### src/rtl/ad9826_pkg.sv
// Shared types and constants for the AD9826 configuration sequencer:
// FSM states, cfg_word layout, error codes and register address names.
package ad9826_pkg;

  localparam int unsigned AddrW = 3;
  localparam int unsigned DataW = 9;
  localparam int unsigned CfgW  = 16;

  // cfg_word layout: {rw, addr[2:0], 3'b000, data[8:0]}
  localparam int unsigned CfgRwBit   = 15;
  localparam int unsigned CfgAddrMsb = 14;
  localparam int unsigned CfgAddrLsb = 12;
  localparam int unsigned CfgDataMsb = 8;

  localparam logic CfgWrite = 1'b0;
  localparam logic CfgRead  = 1'b1;

  typedef enum logic [3:0] {
    StIdle,
    StLoad,
    StReq,
    StXfer,
    StRload,
    StRreq,
    StRxfer,
    StCheck,
    StNext,
    StDone,
    StErr
  } seq_state_e;

  typedef enum logic [1:0] {
    ErrNone        = 2'b00,
    ErrReqTimeout  = 2'b01,
    ErrXferTimeout = 2'b10,
    ErrVerify      = 2'b11
  } err_code_e;

  localparam logic [AddrW-1:0] AddrConfig = 3'd0;
  localparam logic [AddrW-1:0] AddrMux    = 3'd1;
  localparam logic [AddrW-1:0] AddrPgaR   = 3'd2;
  localparam logic [AddrW-1:0] AddrPgaG   = 3'd3;
  localparam logic [AddrW-1:0] AddrPgaB   = 3'd4;
  localparam logic [AddrW-1:0] AddrOffsR  = 3'd5;
  localparam logic [AddrW-1:0] AddrOffsG  = 3'd6;
  localparam logic [AddrW-1:0] AddrOffsB  = 3'd7;

  function automatic logic [CfgW-1:0] cfg_pack(input logic rw,
                                               input logic [AddrW-1:0] addr,
                                               input logic [DataW-1:0] data);
    logic [CfgW-1:0] w;
    w = '0;
    w[CfgRwBit] = rw;
    w[CfgAddrMsb:CfgAddrLsb] = addr;
    w[CfgDataMsb:0] = data;
    return w;
  endfunction

endpackage

### src/rtl/ad9826_shadow_regs.sv
// Shadow copy of the eight AD9826 configuration registers:
// one synchronous write port, one asynchronous read port.
module ad9826_shadow_regs
  import ad9826_pkg::*;
#(
  parameter logic [DataW-1:0] REG0_RESET = 9'h000
) (
  input  logic             clk,
  input  logic             rst_n,
  input  logic             wr_en,
  input  logic [AddrW-1:0] wr_addr,
  input  logic [DataW-1:0] wr_data,
  input  logic [AddrW-1:0] rd_addr,
  output logic [DataW-1:0] rd_data
);

  localparam int unsigned Depth = 1 << AddrW;

  logic [DataW-1:0] regs_q [Depth];

  always_ff @(posedge clk or negedge rst_n) begin
    if (!rst_n) begin
      for (int i = 0; i < Depth; i++) begin
        regs_q[i] <= (i == 0) ? REG0_RESET : '0;
      end
    end else if (wr_en) begin
      regs_q[wr_addr] <= wr_data;
    end
  end

  assign rd_data = regs_q[rd_addr];

endmodule

### src/rtl/ad9826_init_seq.sv
// Writes the shadow registers to the AD9826 through the serial-port driver handshake,
// optionally reading each one back, and reports completion or the first failing address.
module ad9826_init_seq
  import ad9826_pkg::*;
#(
  parameter int unsigned      NUM_REGS     = 8,
  parameter int unsigned      REQ_TIMEOUT  = 64,
  parameter int unsigned      XFER_TIMEOUT = 1024,
  parameter logic [DataW-1:0] REG0_RESET   = 9'h000
) (
  input  logic             clk,
  input  logic             rst_n,
  input  logic             start,
  input  logic             verify,
  input  logic             reg_wr_en,
  input  logic [AddrW-1:0] reg_wr_addr,
  input  logic [DataW-1:0] reg_wr_data,
  output logic [CfgW-1:0]  cfg_word,
  output logic             cfg_toggle,
  input  logic             cfg_sload,
  input  logic [CfgW-1:0]  cfg_readback,
  output logic             busy,
  output logic             done,
  output logic             error,
  output logic [AddrW-1:0] err_addr,
  output logic [1:0]       err_code
);

  // REQ counts from the toggle rise (one cycle after entry); XFER counts from entry.
  localparam logic [9:0]       ReqLoad  = 10'(REQ_TIMEOUT);
  localparam logic [9:0]       XferLoad = 10'(XFER_TIMEOUT - 1);
  localparam logic [AddrW-1:0] LastAddr = AddrW'(NUM_REGS - 1);

  seq_state_e       state_q, state_d;
  logic [AddrW-1:0] addr_q, addr_d;
  logic             verify_q, verify_d;
  logic [CfgW-1:0]  word_q, word_d;
  logic [DataW-1:0] data_q, data_d;
  logic             toggle_q, toggle_d;
  logic [9:0]       tmr_q, tmr_d;
  logic             error_q, error_d;
  logic [AddrW-1:0] err_addr_q, err_addr_d;
  err_code_e        err_code_q, err_code_d;

  logic             sload_meta_q, sload_s;
  logic [1:0]       prime_q;
  logic             sync_ok;
  logic [DataW-1:0] shadow_rd;
  logic             tmr_zero;
  logic             unused_readback;

  ad9826_shadow_regs #(
    .REG0_RESET (REG0_RESET)
  ) u_shadow (
    .clk     (clk),
    .rst_n   (rst_n),
    .wr_en   (reg_wr_en),
    .wr_addr (reg_wr_addr),
    .wr_data (reg_wr_data),
    .rd_addr (addr_q),
    .rd_data (shadow_rd)
  );

  // sload_s only counts as observed once two post-reset samples have filled the synchroniser.
  always_ff @(posedge clk or negedge rst_n) begin
    if (!rst_n) begin
      sload_meta_q <= 1'b1;
      sload_s      <= 1'b1;
      prime_q      <= 2'b00;
    end else begin
      sload_meta_q <= cfg_sload;
      sload_s      <= sload_meta_q;
      prime_q      <= {prime_q[0], 1'b1};
    end
  end

  assign sync_ok  = prime_q[1];
  assign busy     = (state_q != StIdle) | !sload_s | !sync_ok;
  assign tmr_zero = (tmr_q == '0);

  always_comb begin
    state_d    = state_q;
    addr_d     = addr_q;
    verify_d   = verify_q;
    word_d     = word_q;
    data_d     = data_q;
    toggle_d   = 1'b0;
    tmr_d      = tmr_q;
    error_d    = error_q;
    err_addr_d = err_addr_q;
    err_code_d = err_code_q;

    unique case (state_q)
      StIdle: begin
        if (start && !busy) begin
          state_d  = StLoad;
          addr_d   = '0;
          error_d  = 1'b0;
          verify_d = verify;
        end
      end
      StLoad: begin
        word_d  = cfg_pack(CfgWrite, addr_q, shadow_rd);
        data_d  = shadow_rd;
        tmr_d   = ReqLoad;
        state_d = StReq;
      end
      StReq, StRreq: begin
        if (!sload_s) begin
          state_d = (state_q == StReq) ? StXfer : StRxfer;
          tmr_d   = XferLoad;
        end else if (tmr_zero) begin
          state_d    = StErr;
          error_d    = 1'b1;
          err_addr_d = addr_q;
          err_code_d = ErrReqTimeout;
        end else begin
          toggle_d = 1'b1;
          tmr_d    = tmr_q - 10'd1;
        end
      end
      StXfer, StRxfer: begin
        if (sload_s) begin
          if (state_q == StRxfer) begin
            state_d = StCheck;
          end else begin
            state_d = verify_q ? StRload : StNext;
          end
        end else if (tmr_zero) begin
          state_d    = StErr;
          error_d    = 1'b1;
          err_addr_d = addr_q;
          err_code_d = ErrXferTimeout;
        end else begin
          tmr_d = tmr_q - 10'd1;
        end
      end
      StRload: begin
        word_d  = cfg_pack(CfgRead, addr_q, '0);
        tmr_d   = ReqLoad;
        state_d = StRreq;
      end
      StCheck: begin
        // data_q was captured in LOAD, so late shadow writes cannot affect this compare.
        if (cfg_readback[CfgDataMsb:0] != data_q) begin
          state_d    = StErr;
          error_d    = 1'b1;
          err_addr_d = addr_q;
          err_code_d = ErrVerify;
        end else begin
          state_d = StNext;
        end
      end
      StNext: begin
        if (addr_q == LastAddr) begin
          state_d = StDone;
        end else begin
          addr_d  = addr_q + 1'b1;
          state_d = StLoad;
        end
      end
      StDone:  state_d = StIdle;
      StErr:   state_d = StIdle;
      default: state_d = StIdle;
    endcase
  end

  always_ff @(posedge clk or negedge rst_n) begin
    if (!rst_n) begin
      state_q    <= StIdle;
      addr_q     <= '0;
      verify_q   <= 1'b0;
      word_q     <= '0;
      data_q     <= '0;
      toggle_q   <= 1'b0;
      tmr_q      <= '0;
      error_q    <= 1'b0;
      err_addr_q <= '0;
      err_code_q <= ErrNone;
    end else begin
      state_q    <= state_d;
      addr_q     <= addr_d;
      verify_q   <= verify_d;
      word_q     <= word_d;
      data_q     <= data_d;
      toggle_q   <= toggle_d;
      tmr_q      <= tmr_d;
      error_q    <= error_d;
      err_addr_q <= err_addr_d;
      err_code_q <= err_code_d;
    end
  end

  assign cfg_word        = word_q;
  assign cfg_toggle      = toggle_q;
  assign done            = (state_q == StDone);
  assign error           = error_q;
  assign err_addr        = err_addr_q;
  assign err_code        = err_code_q;
  assign unused_readback = ^cfg_readback[CfgW-1:CfgDataMsb+1];

endmodule

### config.mk
export PLATFORM = sky130hd
export DESIGN_NAME = ad9826_init_seq
export DESIGN_NICKNAME = d
export VERILOG_FILES = /design/src/rtl/ad9826_pkg.sv /design/src/rtl/ad9826_shadow_regs.sv /design/src/rtl/ad9826_init_seq.sv
export SDC_FILE = /design/constraint.sdc
export NUM_CORES = 1
export LEC_CHECK = 0
export ABC_CLOCK_PERIOD_IN_PS = 3000
export CAP_MARGIN = 20
export CORE_MARGIN = 4
export CORE_UTILIZATION = 38
export CTS_CLUSTER_DIAMETER = 60
export DETAILED_ROUTE_END_ITERATION = 10
export PLACE_DENSITY_LB_ADDON = 0.2
export SYNTH_ARGS = -nofsm -noshare
export SYNTH_HDL_FRONTEND = slang
export SYNTH_SLANG_ARGS = --single-unit
### constraint.sdc
create_clock -name clk -period 3 [get_ports clk]
set_clock_uncertainty 0.2 [all_clocks]
set_input_delay 0.9 -clock clk [delete_from_list [all_inputs] [get_ports clk]]
set_output_delay 0.9 -clock clk [all_outputs]
set_load 0.02 [all_outputs]
# Word level (Yosys, flattened, before mapping)
# Index checks and enable logic that the tools add are counted.
[totals]
output_inout_bits = 25
wordCells = 114
ff_bits = 126
in_bits = 34
[op_classes]
eq_ne = 18
addsub = 2
mux = 44
bitwise = 4
n_lt_le_gt_ge = 3
reduce_logical = 22
[op_table]
columns = ["cell", "n"]
rows = [
  ["bitwise mux 72 bit", 1],
  ["case mux 16 bit (2 select lines)", 1],
  ["2-to-1 mux 10 bit", 3],
  ["case mux 10 bit (3 select lines)", 1],
  ["2-to-1 mux 4 bit", 7],
  ["case mux 4 bit (7 select lines)", 1],
  ["binary-select mux 9 bit (select 3 bit)", 1],
  ["demux 9 bit (select 3 bit)", 1],
  ["2-to-1 mux 9 bit", 3],
  ["2-to-1 mux 3 bit", 7],
  ["equality test 4 x 3 -> 1 bit (second input constant)", 4],
  ["inequality test 2 bit (second input constant)", 7],
  ["2-to-1 mux 2 bit", 6],
  ["logical NOT 10 bit", 1],
  ["subtractor 10 x 1 -> 10 bit (second input constant)", 1],
  ["inequality test 9 bit", 1],
  ["case mux 3 bit (3 select lines)", 1],
  ["equality test 4 x 2 -> 1 bit (second input constant)", 2],
  ["equality test 4 bit (second input constant)", 2],
  ["greater-or-equal comparator 4 bit (second input constant)", 2],
  ["2-to-1 mux 1 bit", 8],
  ["inverter 3 -> 4 bit", 2],
  ["nonzero test 4 bit", 2],
  ["case mux 2 bit (3 select lines)", 1],
  ["other kinds (18)", 27],
]

# Depth between registers and ports, before layout
[depth]
depth_word = 7
depth_mapped = 7
mapped_depth_nobuf = 7

# Cells and area by module
# Synthesis repeated with hierarchy kept, for this count alone.
[hier_totals]
cells_unflattened = 465
hier_area_um2 = 5989.5
[by_module_without_submodules]
columns = ["mod", "instances", "area_per_inst_um2", "seq_area_each_um2", "cells_each"]
rows = [
  ["ad9826_shadow_regs", 1, 3352.0, 1801.7, 191],
  ["ad9826_init_seq", 1, 2637.5, 1278.7, 274],
]

# Worst setup path before layout
# No wires, ideal clock.
[synth_path]
path_type = "flip-flop to output port"
start = "register state_q[3]"
end = "output port done"
n_path_buf = 2
t_arrival_ps = 1347
required_ps = 1900
path_stages_with_launch = 4
path_slack_ps = 553
cell_sequence = "dfrtp_1 buf_2 buf_1 nor3b_1"
[synth_between]
elab_chain_cells = 1
[synth_rtl]
columns = ["item", "line_no", "source"]
rows = [
  ["start, declared", "ad9826_init_seq.sv:34", "seq_state_e state_q, state_d;"],
  ["start signal, assigned", "ad9826_init_seq.sv:170", "state_q <= StIdle;"],
  ["start signal, assigned", "ad9826_init_seq.sv:181", "state_q <= state_d;"],
  ["equality test 4 bit", "ad9826_init_seq.sv:196", "assign done = (state_q == StDone);"],
  ["end, declared", "ad9826_init_seq.sv:23", "output logic done,"],
]
# No other way between the ends.

# Worst setup path after layout
[layout_path]
start = "register sload_s"
end = "output port busy"
[layout_between]
elab_chain_cells = 3
[layout_rtl]
columns = ["item", "line_no", "source"]
rows = [
  ["start, declared", "ad9826_init_seq.sv:45", "logic sload_meta_q, sload_s;"],
  ["start signal, assigned", "ad9826_init_seq.sv:72", "sload_s <= sload_meta_q;"],
  ["logical NOT 1 bit", "--", ""],
  ["bitwise OR 1 bit (2 in a row)", "ad9826_init_seq.sv:78", "assign busy = (state_q != StIdle) | !sload_s | !sync_ok;"],
  ["end, declared", "ad9826_init_seq.sv:22", "output logic busy,"],
]
# No other way between the ends.

==> reports/results.tsv <==
stage	metric	value	unit
synthesis	yosysUniqueCellTypes	63	
run	cap_violations	0	
die	dieWidth	133	µm
layout	antennaDiodeCount	0	
sta	worstMarginPinSlew	666	ps
sta	slew_viol_final	0	
place	numPortBuffers	48	
route	drt_iter0_markers	227	
setup_path	crit_required	1900	ps
setup_path	cpMaxStageDelayCell	dfstp_2	
die	die_area	0.0178	mm²
setup_path	ff2ff_setup_slack	360	ps
setup_path	r2r_start	tmr_q[0]$_DFFE_PN0P_	
synthesis	ys_ff_latch	123	
worst_hold_path	min_path_type	reg -> reg	
sta	fin_tns_setup	0	ps
layout	layout-drive-gt1-share	0.323	
setup_path	cp.arrival	1770	ps
synthesis	yosysSeqAreaShare	0.516	
cts	cts_made_buffers	17	
power	power.total	7.19	mW
cts	cts_tree	done	
global_routing	grt_pass1_vias	4044	
worst_hold_path	min_from	prime_q[0]$_DFF_PN0_	
cts	cts.path.max_buffers	2	
synthesis	yosysWarnings	0	
synthesis	synth_flop_cell	dfrtp_1	
sta	min_period	2870	ps
route	dr_total_vias	3924	
place	gp_congestion	0.789	
cts	htree_levels	4	
cts	cts.sinks	123	
global_routing	grt_max_degree	124	
global_routing	grt_overflow	0	
worst_hold_path	whs_path_depth	0	
setup_path	cp_slowest_stage_delay	540	ps
route	wire_per_inst	17.7	µm
synthesis	netlist_instances	466	
setup_path	path_delay_family	flip-flops	
die	rows	45	
layout	area_growth	24.0	%
layout	finalNetCount	563	
synthesis	synth-edff-count	0	
setup_path	path_max_fanout	3	
route	wirelength	13300	µm
global_routing	grt_pass1_wl	21900	µm
status	status	completed	
sta	period_share	0.958	
die	core-area	0.0153	mm²
power	power.density	971	mW/mm²
synthesis	synth_async_sr_flop_share	1.00	
synthesis	syn_avg_cell_area	12.8	µm²
setup_path	worstPathCellList	nor2b_2 -> nand3_1 -> clkdlybuf4s50_1	
sta	finalSetupViolations	0	
setup_path	reg2regPathDepth	8	
cts	worstSkewPairLatency	410	ps
setup_path	crit_path_start_kind	register	
sta	slew_headroom	0.556	
die	num_io_pins	59	
route	vias_per_cell	5.24	
worst_hold_path	hold_path_end	prime_q[1]$_DFF_PN0_	
die	start_util	0.390	
cts	clock-root-buffer	clkbuf_16	
sta	report.final.hold_viol_count	0	
setup_path	rr_endpoint	err_addr[0]$_DFFE_PN0P_	
cts	clk_pin_slew	60	ps
setup_path	cp.buffers_inverters	1	
global_routing	antenna_found_initial	0	
die	die_height	133	µm
route	ant_nets	0	
setup_path	critical_path_class	reg -> out	
synthesis	synth_area	0.00597	mm²
setup_path	end_kind	output port	
power	vdd_drop_max	0.494	mV
route	drt_pass1_iterations	6	
place	place_hpwl	8640	µm
power	p_leak	3.03	nW
global_routing	grt_use_total	0.158	
sta	fmaxAchievable	348	MHz
route	drc_errors	0	
layout	n_fill_cell	1391	
sta	rsz0062_at_grt	no	
## flip-flops by register name, summed over array words and instances (netlist names), 2 cells and up
signal	count
prime_q	2
cfg_word	13
addr_q	3
err_addr	3
data_q	9
u_shadow.regs_q	72
tmr_q	10
state_q	4
err_code	2
## where the power goes
group / switching, mW / internal [mW]
sequential: 0.382 / 2.16
combinational: 1.25 / 1.22
clock: 0.757 / 1.42
## synthesized netlist by cell type (6+ instances only)
library cell	n	share of area
dfrtp_1	121	0.51
mux2_2	77	0.15
nor2_1	29	0.018
nand2_1	23	0.014
mux4_2	18	0.068
a21oi_1	17	0.014
a31oi_1	15	0.016
clkbuf_1	15	0.0094
nand2b_1	11	0.012
a311oi_1	10	0.015
buf_2	10	0.0084
o21ai_0	10	0.0084
inv_1	8	0.0050
xnor2_1	7	0.010
nand4_1	6	0.0063
## per-layer routing
| metal | up-vias | wire length [µm] | track usage |
|---|---|---|---|
| li1 | 1849 | - | - |
| met1 | 1995 | 6500 | 0.219 |
| met2 | 65 | 6140 | 0.241 |
| met3 | 15 | 419 | 0.0412 |
| met4 | 0 | 193 | 0.0577 |
| met5 | - | 0 | 0 |
## logic make-up after synthesis
| logic type | count (synthesis) | share of synthesized area |
|---|---|---|
| AOI/OAI and AO/OA | 80 | 0.0976 |
| DFF | 123 | 0.516 |
| other | 2 | 0.00126 |
| buffers and inverters | 39 | 0.0304 |
| xor gates and xnor gates | 11 | 0.0161 |
| adders and majority gates | 3 | 0.00628 |
| muxes | 101 | 0.226 |
| and+or+nand+nor | 107 | 0.106 |
## metrics by stage
| step | hold slack, ps | area, µm² | setup slack [ps] | util | std cells |
|---|---|---|---|---|---|
| 2_1_floorplan | 131 | 5980 | 553 | - | 468 |
| 3_3_place_gp | 137 | 6760 | 55.6 | 0.441 | 717 |
| 3_5_place_dp | 140 | 6760 | 60.4 | 0.441 | 717 |
| 4_1_cts | 154 | 7400 | 28.9 | 0.483 | 749 |
| 5_1_grt | 164 | 7400 | 28.4 | 0.483 | 749 |
| 6_report | 154 | 7400 | 127 | 0.483 | 749 |
## timing repair
| item | in CTS | in global routing |
|---|---|---|
| buffers inserted | 1 | 0 |
| endpoints found under the setup margin | 2 | 1 |
| hold buffers | 0 | 0 |
| resized for setup | 1 | 2 |
| pin swaps | 0 | 0 |
| cloned | 0 | 0 |
## how the worst max path moves through the flow
stage	start	to	cells past startpoint
after floorplan	state_q[3]$_DFFE_PN0P_	done	3
after global placement	cfg_readback[2]	err_addr[1]$_DFFE_PN0P_	7
after detailed placement	cfg_readback[2]	err_addr[0]$_DFFE_PN0P_	7
after CTS	sload_s$_DFF_PN1_	busy	3
after global routing	sload_s$_DFF_PN1_	busy	3
final	sload_s$_DFF_PN1_	busy	3
## cell usage in the layout, fill, tap and decap left out, types with 6 or more instances in the layout
cell type        count
mux4_2              18
nand2b_1            11
o21ai_0             10
clkbuf_16           17
nor2_1              29
inv_1                8
nand2_1             23
a31oi_1             15
nand4_1              6
dfrtp_1            121
xnor2_1              7
a311oi_1            10
buf_4               21
mux2_2              77
clkdlybuf4s50_1     46
a21oi_1             17
## cell type report
class | count | area, µm² | area share
Inverter | 8 | 30.0 | 0.00406
Clock buffer | 18 | 439 | 0.0593
Tap cell | 211 | 264 | 0.0357
Sequential cell | 123 | 3080 | 0.416
Multi-Input combinational cell | 306 | 2730 | 0.369
Clock inverter | 13 | 191 | 0.0259
Timing Repair Buffer | 70 | 667 | 0.0901
Note: power is estimated with default switching activity, not from simulation.
